### src/rtl/game_pkg.sv
// rtl/game_pkg.sv - shared state encoding and defaults for the game round logic
package game_pkg;

    typedef logic [5:0] state_t;

    localparam state_t ST_STARTGAME  = 6'b000001;
    localparam state_t ST_IDLE       = 6'b000010;
    localparam state_t ST_PLAY       = 6'b000100;
    localparam state_t ST_FLASH      = 6'b001000;
    localparam state_t ST_PADDLEFALL = 6'b010000;
    localparam state_t ST_NOPADDLES  = 6'b100000;

    localparam int STARTGAME_BIT  = 0;
    localparam int IDLE_BIT       = 1;
    localparam int PLAY_BIT       = 2;
    localparam int FLASH_BIT      = 3;
    localparam int PADDLEFALL_BIT = 4;
    localparam int NOPADDLES_BIT  = 5;

    localparam int DEFAULT_START_LIVES = 3;

    function automatic logic is_one_hot(input state_t v);
        return (v != '0) && ((v & (v - state_t'(1))) == '0);
    endfunction

endpackage

### src/rtl/game_round_sequencer_if.sv
// rtl/game_round_sequencer_if.sv - state/strobe/status bundle between the FSM logic and its sequencer
interface game_round_sequencer_if;
    import game_pkg::*;

    state_t NS;
    state_t PS;
    logic   resettimer;
    logic   timecount;
    logic   decrementlives;
    logic   loadlives;
    logic   foursec;
    logic   nolives;
    logic   pb1;
    logic   pb2;

    modport master (
        output NS, resettimer, timecount, decrementlives, loadlives,
        input  PS, foursec, nolives, pb1, pb2
    );

    modport slave (
        input  NS, resettimer, timecount, decrementlives, loadlives,
        output PS, foursec, nolives, pb1, pb2
    );
endinterface

### src/rtl/game_round_sequencer_button.sv
// rtl/game_round_sequencer_button.sv - button_conditioner: two-flop synchronizer plus debounce
module button_conditioner #(
    parameter int DEBOUNCE_CYCLES = 1_000_000
) (
    input  logic clk,
    input  logic reset,
    input  logic raw,
    output logic level
);
    localparam int CW = (DEBOUNCE_CYCLES > 1) ? $clog2(DEBOUNCE_CYCLES) : 1;

    logic          sync1;
    logic          sync2;
    logic [CW-1:0] cnt;

    always_ff @(posedge clk) begin
        if (reset) begin
            sync1 <= 1'b0;
            sync2 <= 1'b0;
            level <= 1'b0;
            cnt   <= '0;
        end else begin
            sync1 <= raw;
            sync2 <= sync1;
            // Any sample agreeing with the output restarts the stability window.
            if (sync2 == level) begin
                cnt <= '0;
            end else if (cnt == CW'(DEBOUNCE_CYCLES - 1)) begin
                level <= sync2;
                cnt   <= '0;
            end else begin
                cnt <= cnt + CW'(1);
            end
        end
    end
endmodule

### src/rtl/game_round_sequencer.sv
// rtl/game_round_sequencer.sv - state register, button conditioning, hold timer and lives counter around the game FSM
module game_round_sequencer
    import game_pkg::*;
#(
    parameter int CYCLES_PER_SEC  = 50_000_000,
    parameter int HOLD_SECONDS    = 4,
    parameter int START_LIVES     = DEFAULT_START_LIVES,
    parameter int LIVES_W         = 3,
    parameter int DEBOUNCE_CYCLES = 1_000_000
) (
    input  logic                   clk,
    input  logic                   reset,
    input  logic                   pb1_raw,
    input  logic                   pb2_raw,
    game_round_sequencer_if.slave  bus,
    output logic [LIVES_W-1:0]     lives,
    output logic                   state_err
);
    localparam int PW = (CYCLES_PER_SEC > 1) ? $clog2(CYCLES_PER_SEC) : 1;
    localparam int SW = $clog2(HOLD_SECONDS + 1);

    logic [PW-1:0] presc_q;
    logic [PW-1:0] presc_d;
    logic [SW-1:0] sec_q;
    logic [SW-1:0] sec_d;

    button_conditioner #(.DEBOUNCE_CYCLES(DEBOUNCE_CYCLES)) u_pb1 (
        .clk   (clk),
        .reset (reset),
        .raw   (pb1_raw),
        .level (bus.pb1)
    );

    button_conditioner #(.DEBOUNCE_CYCLES(DEBOUNCE_CYCLES)) u_pb2 (
        .clk   (clk),
        .reset (reset),
        .raw   (pb2_raw),
        .level (bus.pb2)
    );

    // An illegal next state falls back to startgame rather than wedging the FSM.
    always_ff @(posedge clk) begin
        if (reset) begin
            bus.PS    <= ST_STARTGAME;
            state_err <= 1'b0;
        end else if (is_one_hot(bus.NS)) begin
            bus.PS <= bus.NS;
        end else begin
            bus.PS    <= ST_STARTGAME;
            state_err <= 1'b1;
        end
    end

    always_comb begin
        presc_d = presc_q;
        sec_d   = sec_q;
        if (bus.resettimer) begin
            presc_d = '0;
            sec_d   = '0;
        end else if (bus.timecount) begin
            if (presc_q == PW'(CYCLES_PER_SEC - 1)) begin
                presc_d = '0;
                if (sec_q != SW'(HOLD_SECONDS))
                    sec_d = sec_q + SW'(1);
            end else begin
                presc_d = presc_q + PW'(1);
            end
        end
    end

    // foursec follows the next-state second count so it rises on the final counting edge.
    always_ff @(posedge clk) begin
        if (reset) begin
            presc_q     <= '0;
            sec_q       <= '0;
            bus.foursec <= 1'b0;
        end else begin
            presc_q     <= presc_d;
            sec_q       <= sec_d;
            bus.foursec <= (sec_d == SW'(HOLD_SECONDS));
        end
    end

    always_ff @(posedge clk) begin
        if (reset || bus.loadlives)
            lives <= LIVES_W'(START_LIVES);
        else if (bus.decrementlives && (lives != '0))
            lives <= lives - LIVES_W'(1);
    end

    assign bus.nolives = (lives == '0);

endmodule

### src/flat_wrapper.sv
// flat-port wrapper written by rule: the top's interface ports become plain ports
module game_round_sequencer_flat import game_pkg::*;
#(
    parameter int CYCLES_PER_SEC  = 50_000_000,
    parameter int HOLD_SECONDS    = 4,
    parameter int START_LIVES     = DEFAULT_START_LIVES,
    parameter int LIVES_W         = 3,
    parameter int DEBOUNCE_CYCLES = 1_000_000
)
  (clk, reset, pb1_raw, pb2_raw, lives, state_err, bus_NS, bus_resettimer, bus_timecount, bus_decrementlives, bus_loadlives, bus_PS, bus_foursec, bus_nolives, bus_pb1, bus_pb2);
  game_round_sequencer_if bus_i ();
  input  logic clk;
  input  logic reset;
  input  logic pb1_raw;
  input  logic pb2_raw;
  output logic [LIVES_W-1:0] lives;
  output logic state_err;
  input wire logic [$bits(bus_i.NS)-1:0] bus_NS;
  input wire logic [$bits(bus_i.resettimer)-1:0] bus_resettimer;
  input wire logic [$bits(bus_i.timecount)-1:0] bus_timecount;
  input wire logic [$bits(bus_i.decrementlives)-1:0] bus_decrementlives;
  input wire logic [$bits(bus_i.loadlives)-1:0] bus_loadlives;
  output wire logic [$bits(bus_i.PS)-1:0] bus_PS;
  output wire logic [$bits(bus_i.foursec)-1:0] bus_foursec;
  output wire logic [$bits(bus_i.nolives)-1:0] bus_nolives;
  output wire logic [$bits(bus_i.pb1)-1:0] bus_pb1;
  output wire logic [$bits(bus_i.pb2)-1:0] bus_pb2;
  assign bus_i.NS = bus_NS;
  assign bus_i.resettimer = bus_resettimer;
  assign bus_i.timecount = bus_timecount;
  assign bus_i.decrementlives = bus_decrementlives;
  assign bus_i.loadlives = bus_loadlives;
  assign bus_PS = bus_i.PS;
  assign bus_foursec = bus_i.foursec;
  assign bus_nolives = bus_i.nolives;
  assign bus_pb1 = bus_i.pb1;
  assign bus_pb2 = bus_i.pb2;
  game_round_sequencer #(.CYCLES_PER_SEC(CYCLES_PER_SEC), .HOLD_SECONDS(HOLD_SECONDS), .START_LIVES(START_LIVES), .LIVES_W(LIVES_W), .DEBOUNCE_CYCLES(DEBOUNCE_CYCLES)) u_core (.clk(clk), .reset(reset), .pb1_raw(pb1_raw), .pb2_raw(pb2_raw), .bus(bus_i), .lives(lives), .state_err(state_err));
endmodule
### config.mk
export PLATFORM = sky130hd
export DESIGN_NAME = game_round_sequencer_flat
export DESIGN_NICKNAME = d
export VERILOG_FILES = /design/src/rtl/game_pkg.sv /design/src/rtl/game_round_sequencer_if.sv /design/src/rtl/game_round_sequencer_button.sv /design/src/rtl/game_round_sequencer.sv /design/src/flat_wrapper.sv
export SDC_FILE = /design/constraint.sdc
export NUM_CORES = 1
export LEC_CHECK = 0
export ABC_AREA = 1
export CAP_MARGIN = 10
export CORE_UTILIZATION = 59
export CTS_CLUSTER_DIAMETER = 100
export DETAILED_ROUTE_END_ITERATION = 10
export PLACE_DENSITY = 0.83
export SYNTH_ARGS = -nofsm -noshare
export SYNTH_HDL_FRONTEND = slang
export SYNTH_SLANG_ARGS = --single-unit
### constraint.sdc
create_clock -name clk -period 1.8 [get_ports clk]
set_input_delay 0.27 -clock clk [delete_from_list [all_inputs] [get_ports clk]]
set_output_delay 0.27 -clock clk [all_outputs]
set_load 0.02 [all_outputs]
After elaboration in Yosys (flattened, before gate mapping)
Cells that the tools add are included.
{ "totals": {"ff_bits": 86, "wordCells": 49, "inputBits": 14, "output_inout_bits": 14} }
{ "classes": {"addsub": 6, "bitwise_logic": 4, "eq_ne": 7, "mux": 5, "reduce_logical": 13} }
{ "ops": {"columns": ["op", "count"], "rows": [
  ["20-bit by 1-bit adder with 20-bit output, second input constant", 2],
  ["20-bit == test, second input constant", 2],
  ["26-bit by 1-bit adder with 26-bit output, second input constant", 1],
  ["26-bit == test, second input constant", 1],
  ["26-bit 2-to-1 mux", 1],
  ["3-bit 2-to-1 mux", 4],
  ["6-bit AND", 1],
  ["6-bit zero test", 1],
  ["6-bit nonzero test", 1],
  ["3-bit OR reduction", 2],
  ["6-bit by 1-bit subtractor with 6-bit output, second input constant", 1],
  ["2-bit AND reduction", 2],
  ["2-bit OR reduction", 2],
  ["3-bit by 1-bit adder with 3-bit output, second input constant", 1],
  ["3-bit == test, second input constant", 1],
  ["3-bit zero test", 1],
  ["3-bit != test, second input constant", 1],
  ["1-bit NOT", 3],
  ["3-bit nonzero test", 1],
  ["3-bit by 1-bit subtractor with 3-bit output, second input constant", 1],
  ["1-bit == test", 2],
  ["1-bit logical AND", 2],
  ["1-bit logical OR", 1]
]} }

Longest topological paths before layout
Gate-level depths: netlist of run 1.
{ "depth": {"depth_word": 6, "depth_mapped": 11, "ltp_nobuf": 10} }

Modules after synthesis
Synthesis of run 1 repeated with hierarchy kept, for this count alone.
{ "hier_totals": {"cells_unflattened": 627, "area_unflattened_um2": 4354.2} }
{ "modules_own_cells": {"columns": ["module", "instances", "seq_area_each_um2", "area_each_um2", "cells_per_inst"], "rows": [
  ["button_conditioner", 2, 460.4, 1132.3, 164],
  ["game_round_sequencer", 1, 800.8, 2089.5, 299]
]} }

Least setup slack after synthesis of run 1
Ideal clock, no wire load.
{ "synth_timing": {"path_kind": "register to register", "from": "reg u_core.lives[0]", "to": "reg u_core.lives[1]", "setup_ns": 0.129, "synth_period_minus_slack_ns": 1.514, "arrival_time_ns": 1.385, "t_required_ns": 1.671, "setup_slack_ns": 0.286, "path_stages_with_launch": 8, "n_path_buf": 0, "path_cell_list": "dfxtp_1 > inv_1 > ha_1 > ha_1 > nor2_1 > inv_1 > nand2_1 > o211ai_1"} }
{ "synth_via": {"elab_chain_cells": 2, "elab_cells_between_ends": 3, "cone_classes": "add/sub (1); reduce/logical (2)"} }
{ "synth_lines": {"columns": ["item", "line", "rtl"], "rows": [
  ["start: declaration", "game_round_sequencer.sv:16", "output logic [LIVES_W-1:0] lives,"],
  ["start signal: assignment", "game_round_sequencer.sv:86", "lives <= LIVES_W'(START_LIVES);"],
  ["start signal: assignment", "game_round_sequencer.sv:88", "lives <= lives - LIVES_W'(1);"],
  ["parallel branches: the longest is 2 deep, another holds 3-bit by 1-bit subtractor with 3-bit output", null, null]
]} }
Parallel ways; which one is timed is not known.
A chain may end at the register's enable or synchronous reset.

Worst setup path in the final report of run 1
{ "layout_timing": {"from": "reg u_core.u_pb1.level", "to": "out bus_pb1"} }
{ "layout_lines": {"columns": ["item", "line", "rtl"], "rows": [
  ["start: declaration", "game_round_sequencer_button.sv:8", "output logic level"],
  ["start signal: assignment", "game_round_sequencer_button.sv:29", "level <= sync2;"],
  ["end: declaration", "flat_wrapper.sv:26", "output wire logic [$bits(bus_i.pb1)-1:0] bus_pb1;"]
]} }
No word-level cell between the ends.

==> out/results.ini, run 1 <==
[pwr]
power_density_nw_per_um2 = 698
p_leak_nw = 1.85
irDropWorstVdd_v = 0.000409

[yosys]
yosys.area_share.simple = 0.370
synth_top_area_cell = dfxtp_1
synth_area_leaders = dfxtp_1 41%, nand2_1 9.2%, nor2_1 8.5%, inv_1 7.8%, nand3_1 4.0%
synth_top_family_by_area = simple AND/OR/NAND/NOR gates
synthXorXnorAreaFrac = 0.0435
muxShareOfSynthArea = 0
synthFlopType = dfxtp_1
synth_edf_count = 0
yosysUniqueCellTypes = 38
synthAdderAreaFrac = 0.0207
netlist.area_leader.share = 0.407
synth_warnings = 0
synth_compound_area_frac = 0.0671
synth-async-reset-ratio = 0
syn_nets = 608
synth.avg_cell_area_sq_um = 7.21
seq_area_frac_synth = 0.407
synth_cells = 587
synth_area_sq_um = 4230
synth-seq-cells = 86

[routing]
drc = 0
routed_wl_mm = 8.66
highest_layer = met4
drt-met1-wl_mm = 3.76
wl_met3_um = 214
vias = 3729
wl_met2_mm = 4.55
via_per_inst = 5.09
drtIter0Drc = 146
first_pass_iters = 4
ant_nets = 0
wire_per_inst_um = 11.8

[finish]
layout.nets = 653
area_delta_synth_final_pct = 15.6
final_cells = 733
post-route-util = 0.712
drive_above_1_share = 0.132
final_common_cell = nand2_1
final_area_sq_um = 4890
diodes = 0
final_cell_mix = 104 x nand2_1, 96 x nor2_1, 88 x inv_1

[setup_path]
path_class = flop to output port
critPathMaxStageDelay_ns = 0.63
cp_num_buf_inv = 1
cpMaxStageDelayCell = clkdlybuf4s50_1
worstPathArrival_ns = 1.39
crit_start = u_core.u_pb1.level$_SDFFE_PP0P_
cp_max_fo = 4
start_kind = flop
cp-end-kind = output port
cp_cell_sequence = clkdlybuf4s50_1
critPathTopFamily = buffers and inverters
r2r-start = u_core.u_pb2.cnt[1]$_SDFF_PP0_
worstPathRequired_ns = 1.53

[clock_network]
clock_sinks = 86
clk_pin_slew_ns = 0.08
cts_buffers = 9
clockBufferDepth = 2
htreeDepth = 3
clk-insertion-delay-late_ns = 0.36
post_cts_buffers = 0
clock-root-buffer = clkbuf_8
cts_tree = yes

[min_path]
hp-start = u_core.u_pb1.sync1$_SDFF_PP0_
hold_class = flop to flop

[grt]
overflow = 0
grt_pass1_vias = 3638
antenna_found_initial = 0
grt_pass1_wl_mm = 14.9
grtUsageTotal = 0.251
grt_max_degree = 21

[placement]
dp_hpwl_mm = 6.59
place_congestion = 0.881
place_ws_ns = 0.00244
dp.cells = 717
placed_area_sq_um = 4690
portBuffers = 27

[floorplanning]
die_x_um = 86.7
dieArea_sq_um = 7510
coreArea_sq_um = 6870
die_y_um = 86.7
io_pins = 28
start_util = 0.616
num_rows = 30

[timing]
maxSlewHeadroom = 0.791
period_share = 0.924
rsz0062_at_grt = no
worstMarginPinSlew_ns = 0.311
setup_ws_ns = 0.137
final_hold_viol_count = 0
fin_crit_ns = 1.66
setup_viol = 0
fin_tns_setup_ns = 0
slew_viol_final = 0
max_freq_mhz = 601
skew_ns = 0.0118

[flow_run]
maxCapViolations = 0

[outcome]
status = finished clean

==> report_power, final <==
part           total, mW  switching [mW]  internal [mW]
logic              0.145          0.0763         0.0689
registers           1.92         0.00833           1.91
clock network       1.35           0.706          0.642
total               3.42           0.790           2.63
==> registers in the layout (all words and copies together) (netlist names) <==
register	flops
u_core.bus.PS	6
u_core.bus.foursec	1
u_core.lives	3
u_core.presc_q	26
u_core.sec_q	3
u_core.state_err	1
u_core.u_pb1.cnt	20
u_core.u_pb1.level	1
u_core.u_pb1.sync1	1
u_core.u_pb1.sync2	1
u_core.u_pb2.cnt	20
u_core.u_pb2.level	1
u_core.u_pb2.sync1	1
u_core.u_pb2.sync2	1
==> layout make-up <==
| class | count | area, sq um |
|---|---|---|
| multi-input cells | 402 | 2130 |
| fillers | 568 | 1980 |
| flip-flops and latches | 86 | 1720 |
| repair buffers | 39 | 368 |
| inverters | 94 | 355 |
| clock buffers | 9 | 124 |
| well taps | 96 | 120 |
| clock inverters | 7 | 75.1 |
==> Yosys cell counts, types with 2 or more instances <==
cell,number
nand4_1,20
nor4_1,2
nand2_1,104
nor2_1,96
nand2_2,8
nand3_1,34
nor2_4,9
ha_1,7
nand2_4,2
dfxtp_1,86
a21oi_2,2
o211ai_1,5
a21oi_1,24
inv_2,5
xor2_1,17
o21ai_2,3
nor3b_1,2
buf_2,3
nand3b_1,2
nor2_2,14
nor3_2,2
nor3_1,18
or2_0,4
inv_1,88
o21ai_0,11
or2_2,4
xnor2_1,4
==> through the flow <==
step | power (mW) | hold slack (ns)
CTS | 3.45 | 0.423
floorplan | 2.04 | 0.377
global placement | 2.11 | 0.390
detailed placement | 2.11 | 0.412
finish | 3.42 | 0.419
global route | 3.56 | 0.427
==> cell families after synthesis <==
kind of cell,Yosys count
buf+inv,99
compound gates,49
flops,86
xor+xnor,21
fa+ha+maj,7
simple gates,325
==> worst paths after layout <==
| check | slack, ns | cells after the start | endpoint |
|---|---|---|---|
| min reg2reg | 0.42 | 2 | u_core.u_pb1.sync2$_SDFF_PP0_ |
| max reg2reg | 0.16 | 8 | u_core.u_pb2.cnt[12]$_SDFF_PP0_ |
| min | 0.42 | 2 | u_core.u_pb1.sync2$_SDFF_PP0_ |
| max | 0.14 | 1 | bus_pb1 |
==> routing by layer <==
layer,global-route usage,up-vias
met2,0.458,44
met5,0,-
met1,0.275,1737
met3,0.0676,15
li1,-,1933
met4,0.102,0
==> what timing repair did <==
| action | 4_1_cts | 5_1_grt |
|---|---|---|
| gates resized for setup | 1 | 5 |
| hold buffers | 0 | 0 |
| pin swaps | 0 | 1 |
| setup endpoints to repair | 1 | 23 |
No activity file was read; power rests on OpenSTA's default activity.
==> run 2: changes to the inputs <==
Settings changed: PLACE_DENSITY 0.83 to 0.8.
==> run 2 against run 1 <==
  * Critical path depth rose by 7
  * Clock skew fell by 0.0016 ns
  * Utilization shrank 0.42 points
  * Die area is the same
  * Routed wire length down 4.2%
  * Total power shrank 3.6%
  * Critical path type is now flop to flop
  * Largest power group unchanged
==> out/results.ini, run 2 (synthesis gave the netlist of run 1 again) <==
[timing]
whs_ns = 0.425  ; was 0.419 ns
worstMarginPinSlew_ns = 0.384  ; was 0.311 ns
slew_viol_final = 0  ; unchanged
skew_ns = 0.0102  ; was 0.0118 ns
max_freq_mhz = 595  ; was 601 MHz
period_share = 0.934  ; was 0.924
maxSlewHeadroom = 0.743  ; was 0.791
setup_viol = 0  ; unchanged
final_hold_viol_count = 0  ; unchanged
rsz0062_at_grt = no  ; unchanged
fin_crit_ns = 1.68  ; was 1.66 ns

[setup_path]
cp-end-kind = flop  ; was output port
critPathCapture = u_core.u_pb2.cnt[12]$_SDFF_PP0_  ; was bus_pb1
path_class = flop to flop  ; was flop to output port
r2r_cells = 8  ; unchanged
r2r-start = u_core.u_pb2.cnt[0]$_SDFF_PP0_  ; was u_core.u_pb2.cnt[1]$_SDFF_PP0_
worstPathArrival_ns = 1.96  ; was 1.39 ns
worstPathRequired_ns = 2.08  ; was 1.53 ns
start_kind = flop  ; unchanged
r2r_slack_ns = 0.12  ; was 0.16 ns
crit_start = u_core.u_pb2.cnt[0]$_SDFF_PP0_  ; was u_core.u_pb1.level$_SDFFE_PP0P_
r2r_end = u_core.u_pb2.cnt[12]$_SDFF_PP0_  ; unchanged
cp_max_fo = 4  ; unchanged

[grt]
grt_max_degree = 21  ; unchanged
antenna_found_initial = 0  ; unchanged
grt_pass1_vias = 3475  ; was 3,638
grt_pass1_wl_mm = 14.2  ; was 14.9 mm
overflow = 0  ; unchanged
grtUsageTotal = 0.236  ; was 0.251

[pwr]
netSwitchingFraction = 0.225  ; was 0.231
power_mw = 3.29  ; was 3.42 mW
clock_power_share = 0.372  ; was 0.395
internal_power_mw = 2.55  ; was 2.63 mW
pwr-share-seq = 0.584  ; was 0.563
power_frac_comb = 0.044  ; was 0.043
power_density_nw_per_um2 = 677  ; was 698 nW/um^2
p_leak_nw = 1.85  ; about the same
irDropWorstVdd_v = 0.000352  ; was 0.000409 V
power_switching_mw = 0.739  ; was 0.790 mW

[finish]
layout.nets = 653  ; unchanged
final_cell_mix = 104 x nand2_1, 96 x nor2_1, 88 x inv_1  ; unchanged
drive_above_1_share = 0.126  ; was 0.132
largest_register_ffs = 26  ; unchanged
final_common_cell = nand2_1  ; unchanged
reg_top3 = u_core.presc_q (26), u_core.u_pb1.cnt (20), u_core.u_pb2.cnt (20)  ; unchanged
post-route-util = 0.708  ; was 0.712
area_delta_synth_final_pct = 15.0  ; was 15.6%
regMostFlops = u_core.presc_q  ; unchanged
diodes = 0  ; unchanged

[routing]
drtIter0Drc = 111  ; was 146
first_pass_iters = 4  ; unchanged
vias = 3727  ; was 3,729
via_per_inst = 5.09  ; about the same
ant_nets = 0  ; unchanged
drc = 0  ; unchanged
wire_per_inst_um = 11.3  ; was 11.8 um
routed_wl_mm = 8.30  ; was 8.66 mm

[clock_network]
cts_tree = yes  ; unchanged
htreeDepth = 3  ; unchanged
cts_buffers = 9  ; unchanged
clk-insertion-delay-late_ns = 0.35  ; was 0.36 ns
clockBufferDepth = 2  ; unchanged
clock_sinks = 86  ; unchanged
clk_pin_slew_ns = 0.08  ; about the same
post_cts_buffers = 0  ; unchanged
clock-root-buffer = clkbuf_8  ; unchanged

[floorplanning]
die_y_um = 86.7  ; unchanged
coreArea_sq_um = 6870  ; unchanged
dieArea_sq_um = 7510  ; unchanged
start_util = 0.616  ; unchanged
num_rows = 30  ; unchanged
die_x_um = 86.7  ; unchanged
io_pins = 28  ; unchanged

[outcome]
status = finished clean  ; unchanged

[min_path]
hold_class = flop to flop  ; unchanged

[placement]
place_congestion = 0.904  ; was 0.881
dp_hpwl_mm = 6.35  ; was 6.59 mm
portBuffers = 27  ; unchanged

[flow_run]
maxCapViolations = 0  ; unchanged

[run 2: what timing repair did]
item | in CTS | in global routing
pin swaps | 0 | 1
hold buffers | 0 | 0
resized for setup | 1 | 3
setup endpoints to repair | 1 | 11
[run 2: critical path, cell delays in order, from the launching register on]
cell     delay [ns]
dfxtp_1        0.38
ha_1           0.25
nand2_2        0.09
nor3_4         0.26
nand2_2        0.11
nor2_2         0.12
nand2_1        0.07
or2_0          0.22
a21oi_2        0.11
[run 2: how the worst min path moves through the flow]
stage,start,endpoint,cells after the start
final,u_core.u_pb2.sync1$_SDFF_PP0_,u_core.u_pb2.sync2$_SDFF_PP0_,2
after global routing,pb2_raw,u_core.u_pb2.sync1$_SDFF_PP0_,3
after CTS,u_core.u_pb2.sync1$_SDFF_PP0_,u_core.u_pb2.sync2$_SDFF_PP0_,2
after detailed placement,u_core.u_pb2.sync1$_SDFF_PP0_,u_core.u_pb2.sync2$_SDFF_PP0_,2
after global placement,u_core.u_pb2.sync1$_SDFF_PP0_,u_core.u_pb2.sync2$_SDFF_PP0_,2
after floorplan,bus_NS[0],u_core.bus.PS[0]$_SDFF_PP1_,1
[run 2: per-layer routing]
layer | part of all wire | GRT usage | vias up
li1 | - | - | 1933
met1 | 0.47 | 0.285 | 1739
met2 | 0.49 | 0.404 | 45
met3 | 0.028 | 0.0600 | 10
met4 | 0.0098 | 0.0864 | 0
met5 | 0 | 0 | -
[run 2: metrics by stage]
step | instances | cell area, sq um | TNS [ns] | setup WS, ns
global route | 732 | 4860 | 0 | 0.000888
detailed placement | 717 | 4690 | -0.0139 | -0.00753
floorplan | 587 | 4230 | 0 | 0.286
global placement | 717 | 4690 | 0 | 0.0493
CTS | 732 | 4860 | 0 | 0.0177
finish | 732 | 4860 | 0 | 0.118
[run 2: area by class of cell]
cell class	count	area [sq um]
Multi-Input combinational cell	402	2120
Fill cell	570	2010
Sequential cell	86	1720
Timing Repair Buffer	39	368
Inverter	94	355
Clock buffer	12	155
Tap cell	96	120
Clock inverter	3	18.8
[run 2: power groups by stage]
| stage | registers, mW | clock network (mW) | logic, mW |
|---|---|---|---|
| 2_1_floorplan | 1.97 | 0 | 0.0672 |
| 3_3_place_gp | 1.97 | 0 | 0.140 |
| 3_5_place_dp | 1.97 | 0 | 0.143 |
| 4_1_cts | 1.92 | 1.26 | 0.145 |
| 5_1_grt | 1.93 | 1.34 | 0.159 |
| 6_report | 1.92 | 1.22 | 0.145 |
==> run 3: changes to the inputs <==
Settings changed: CELL_PAD_IN_SITES_DETAIL_PLACEMENT set to 2, CELL_PAD_IN_SITES_GLOBAL_PLACEMENT set to 2, CORE_UTILIZATION 59 to 34, PLACE_DENSITY 0.8 to unset, PLACE_DENSITY_LB_ADDON set to 0.1.
==> run 3 against run 2 <==
  * Sequential share of layout area fell by 2.4 points
  * Combinational power rose by 8%
  * Total power rose by 30%
  * Flip-flop and latch count did not move
  * Sequential power barely moved
  * Critical endpoint is now bus_pb1
  * Highest routed layer unchanged
==> out/results.ini, run 3 (synthesis gave the netlist of run 1 again) <==
[timing]
final_hold_viol_count = 0  ; unchanged
maxSlewHeadroom = 0.753  ; was 0.743
worstMarginPinSlew_ns = 0.368  ; was 0.384 ns
period_share = 0.928  ; was 0.934
fin_tns_setup_ns = 0  ; unchanged
slew_viol_final = 0  ; unchanged
skew_ns = 0.00725  ; was 0.0102 ns
fin_crit_ns = 1.67  ; was 1.68 ns
max_freq_mhz = 598  ; was 595 MHz
setup_viol = 0  ; unchanged

[floorplanning]
io_pins = 28  ; unchanged
die_x_um = 114  ; was 86.7 um
dieArea_sq_um = 12900  ; was 7510 sq um
die_y_um = 114  ; was 86.7 um
start_util = 0.351  ; was 0.616
coreArea_sq_um = 12100  ; was 6870 sq um
num_rows = 40  ; was 30

[routing]
drc = 0  ; unchanged
routed_wl_mm = 12.4  ; was 8.30 mm
drtIter0Drc = 55  ; was 111
vias = 3924  ; was 3,727
wire_per_inst_um = 15.2  ; was 11.3 um
ant_nets = 0  ; unchanged
via_per_inst = 4.82  ; was 5.09
first_pass_iters = 4  ; unchanged

[pwr]
power_frac_comb = 0.036  ; was 0.044
netSwitchingFraction = 0.210  ; was 0.225
p_leak_nw = 1.97  ; was 1.85 nW
power_mw = 4.29  ; was 3.29 mW
power_switching_mw = 0.901  ; was 0.739 mW
internal_power_mw = 3.39  ; was 2.55 mW
pwr-share-seq = 0.449  ; was 0.584
clock_power_share = 0.514  ; was 0.372
irDropWorstVdd_v = 0.000341  ; was 0.000352 V
power_density_nw_per_um2 = 821  ; was 677 nW/um^2

[clock_network]
clock_sinks = 86  ; unchanged
htreeDepth = 3  ; unchanged
clock-root-buffer = clkbuf_16  ; was clkbuf_8
cts-hold-fix-buffers = 0  ; unchanged
clk_pin_slew_ns = 0.07  ; was 0.08 ns
clockBufferDepth = 2  ; unchanged
cts_tree = yes  ; unchanged
clk-insertion-delay-late_ns = 0.35  ; about the same
cts_buffers = 9  ; unchanged

[setup_path]
cp_cell_sequence = clkdlybuf4s50_1  ; was ha_1 > nand2_2 > nor3_4 > nand2_2 > nor2_2 > nand2_1 > or2_0 > a21oi_2
path_class = flop to output port  ; was flop to flop
worstPathRequired_ns = 1.53  ; was 2.08 ns
cp_num_buf_inv = 1  ; was 0
cpMaxStageDelayCell = clkdlybuf4s50_1  ; was dfxtp_1
worstPathArrival_ns = 1.40  ; was 1.96 ns
critPathMaxStageDelay_ns = 0.64  ; was 0.38 ns
cp-end-kind = output port  ; was flop
start_kind = flop  ; unchanged
cp_max_fo = 4  ; unchanged
critPathTopFamily = buffers and inverters  ; was simple AND/OR/NAND/NOR gates

[placement]
placed_area_sq_um = 4830  ; was 4690 sq um
portBuffers = 27  ; unchanged
dp_hpwl_mm = 9.14  ; was 6.35 mm
place_congestion = 0.783  ; was 0.904

[grt]
grt_pass1_vias = 4341  ; was 3,475
grtUsageTotal = 0.206  ; was 0.236
overflow = 0  ; unchanged
grt_max_degree = 21  ; unchanged
grt_pass1_wl_mm = 20.8  ; was 14.2 mm
antenna_found_initial = 0  ; unchanged

[finish]
layout.nets = 662  ; was 653
final_cell_mix = 104 x nand2_1, 96 x nor2_1, 88 x inv_1  ; unchanged
area_delta_synth_final_pct = 23.5  ; was 15.0%
final_area_sq_um = 5220  ; was 4860 sq um
drive_above_1_share = 0.147  ; was 0.126
reg_top3 = u_core.presc_q (26), u_core.u_pb1.cnt (20), u_core.u_pb2.cnt (20)  ; unchanged
final_common_cell = nand2_1  ; unchanged
regMostFlops = u_core.presc_q  ; unchanged
post-route-util = 0.433  ; was 0.708
diodes = 0  ; unchanged
largest_register_ffs = 26  ; unchanged
fillers = 1436  ; was 570

[min_path]
hold_class = flop to flop  ; unchanged

[outcome]
status = finished clean  ; unchanged

[flow_run]
maxCapViolations = 0  ; unchanged

==> run 3: final timing paths <==
check | depth (start not counted) | slack, ns | from | endpoint
worst max register to register | 9 | 0.13 | u_core.u_pb1.cnt[0]$_SDFF_PP0_ | u_core.u_pb1.cnt[9]$_SDFF_PP0_
worst min-delay path | 2 | 0.43 | u_core.u_pb1.sync1$_SDFF_PP0_ | u_core.u_pb1.sync2$_SDFF_PP0_
worst min register to register | 2 | 0.43 | u_core.u_pb1.sync1$_SDFF_PP0_ | u_core.u_pb1.sync2$_SDFF_PP0_
worst max-delay path | 1 | 0.13 | u_core.u_pb1.level$_SDFFE_PP0P_ | bus_pb1
==> run 3: cell type report <==
cell class | count | area, sq um | share of cell area
Multi-Input combinational cell | 402 | 2150 | 0.412
Sequential cell | 86 | 1720 | 0.330
Timing Repair Buffer | 48 | 435 | 0.0834
Inverter | 94 | 355 | 0.0680
Clock buffer | 11 | 243 | 0.0465
Tap cell | 168 | 210 | 0.0402
Clock inverter | 5 | 106 | 0.0204
==> run 3: what timing repair did <==
action / 4_1_cts / 5_1_grt
buffers inserted: 0 / 2
pin swaps: 0 / 2
resized for setup: 3 / 7
endpoints found under the hold margin: 0 / 0
endpoints found under the setup margin: 12 / 43
==> run 3: power groups by stage <==
stage	sequential, mW	clock (mW)	combinational [mW]
2_1_floorplan	1.97	0	0.0672
3_3_place_gp	1.97	0	0.149
3_5_place_dp	1.97	0	0.155
4_1_cts	1.93	2.27	0.158
5_1_grt	1.93	2.35	0.173
6_report	1.93	2.20	0.156
==> run 3: per-layer routing <==
metal	track usage	vias to the layer above	wire, um
met3	0.0276	13	180
li1	-	1957	-
met4	0.0807	0	185
met2	0.376	29	6500
met1	0.242	1925	5490
met5	0	-	0
==> run 3: per-stage QoR <==
step	cells	setup WS (ns)	hold WS, ns
after global placement	796	0.0345	0.396
after detailed placement	796	-0.0543	0.399
after global routing	814	-0.0360	0.451
final	814	0.129	0.427
after CTS	812	0.00737	0.438
after floorplan	587	0.286	0.377
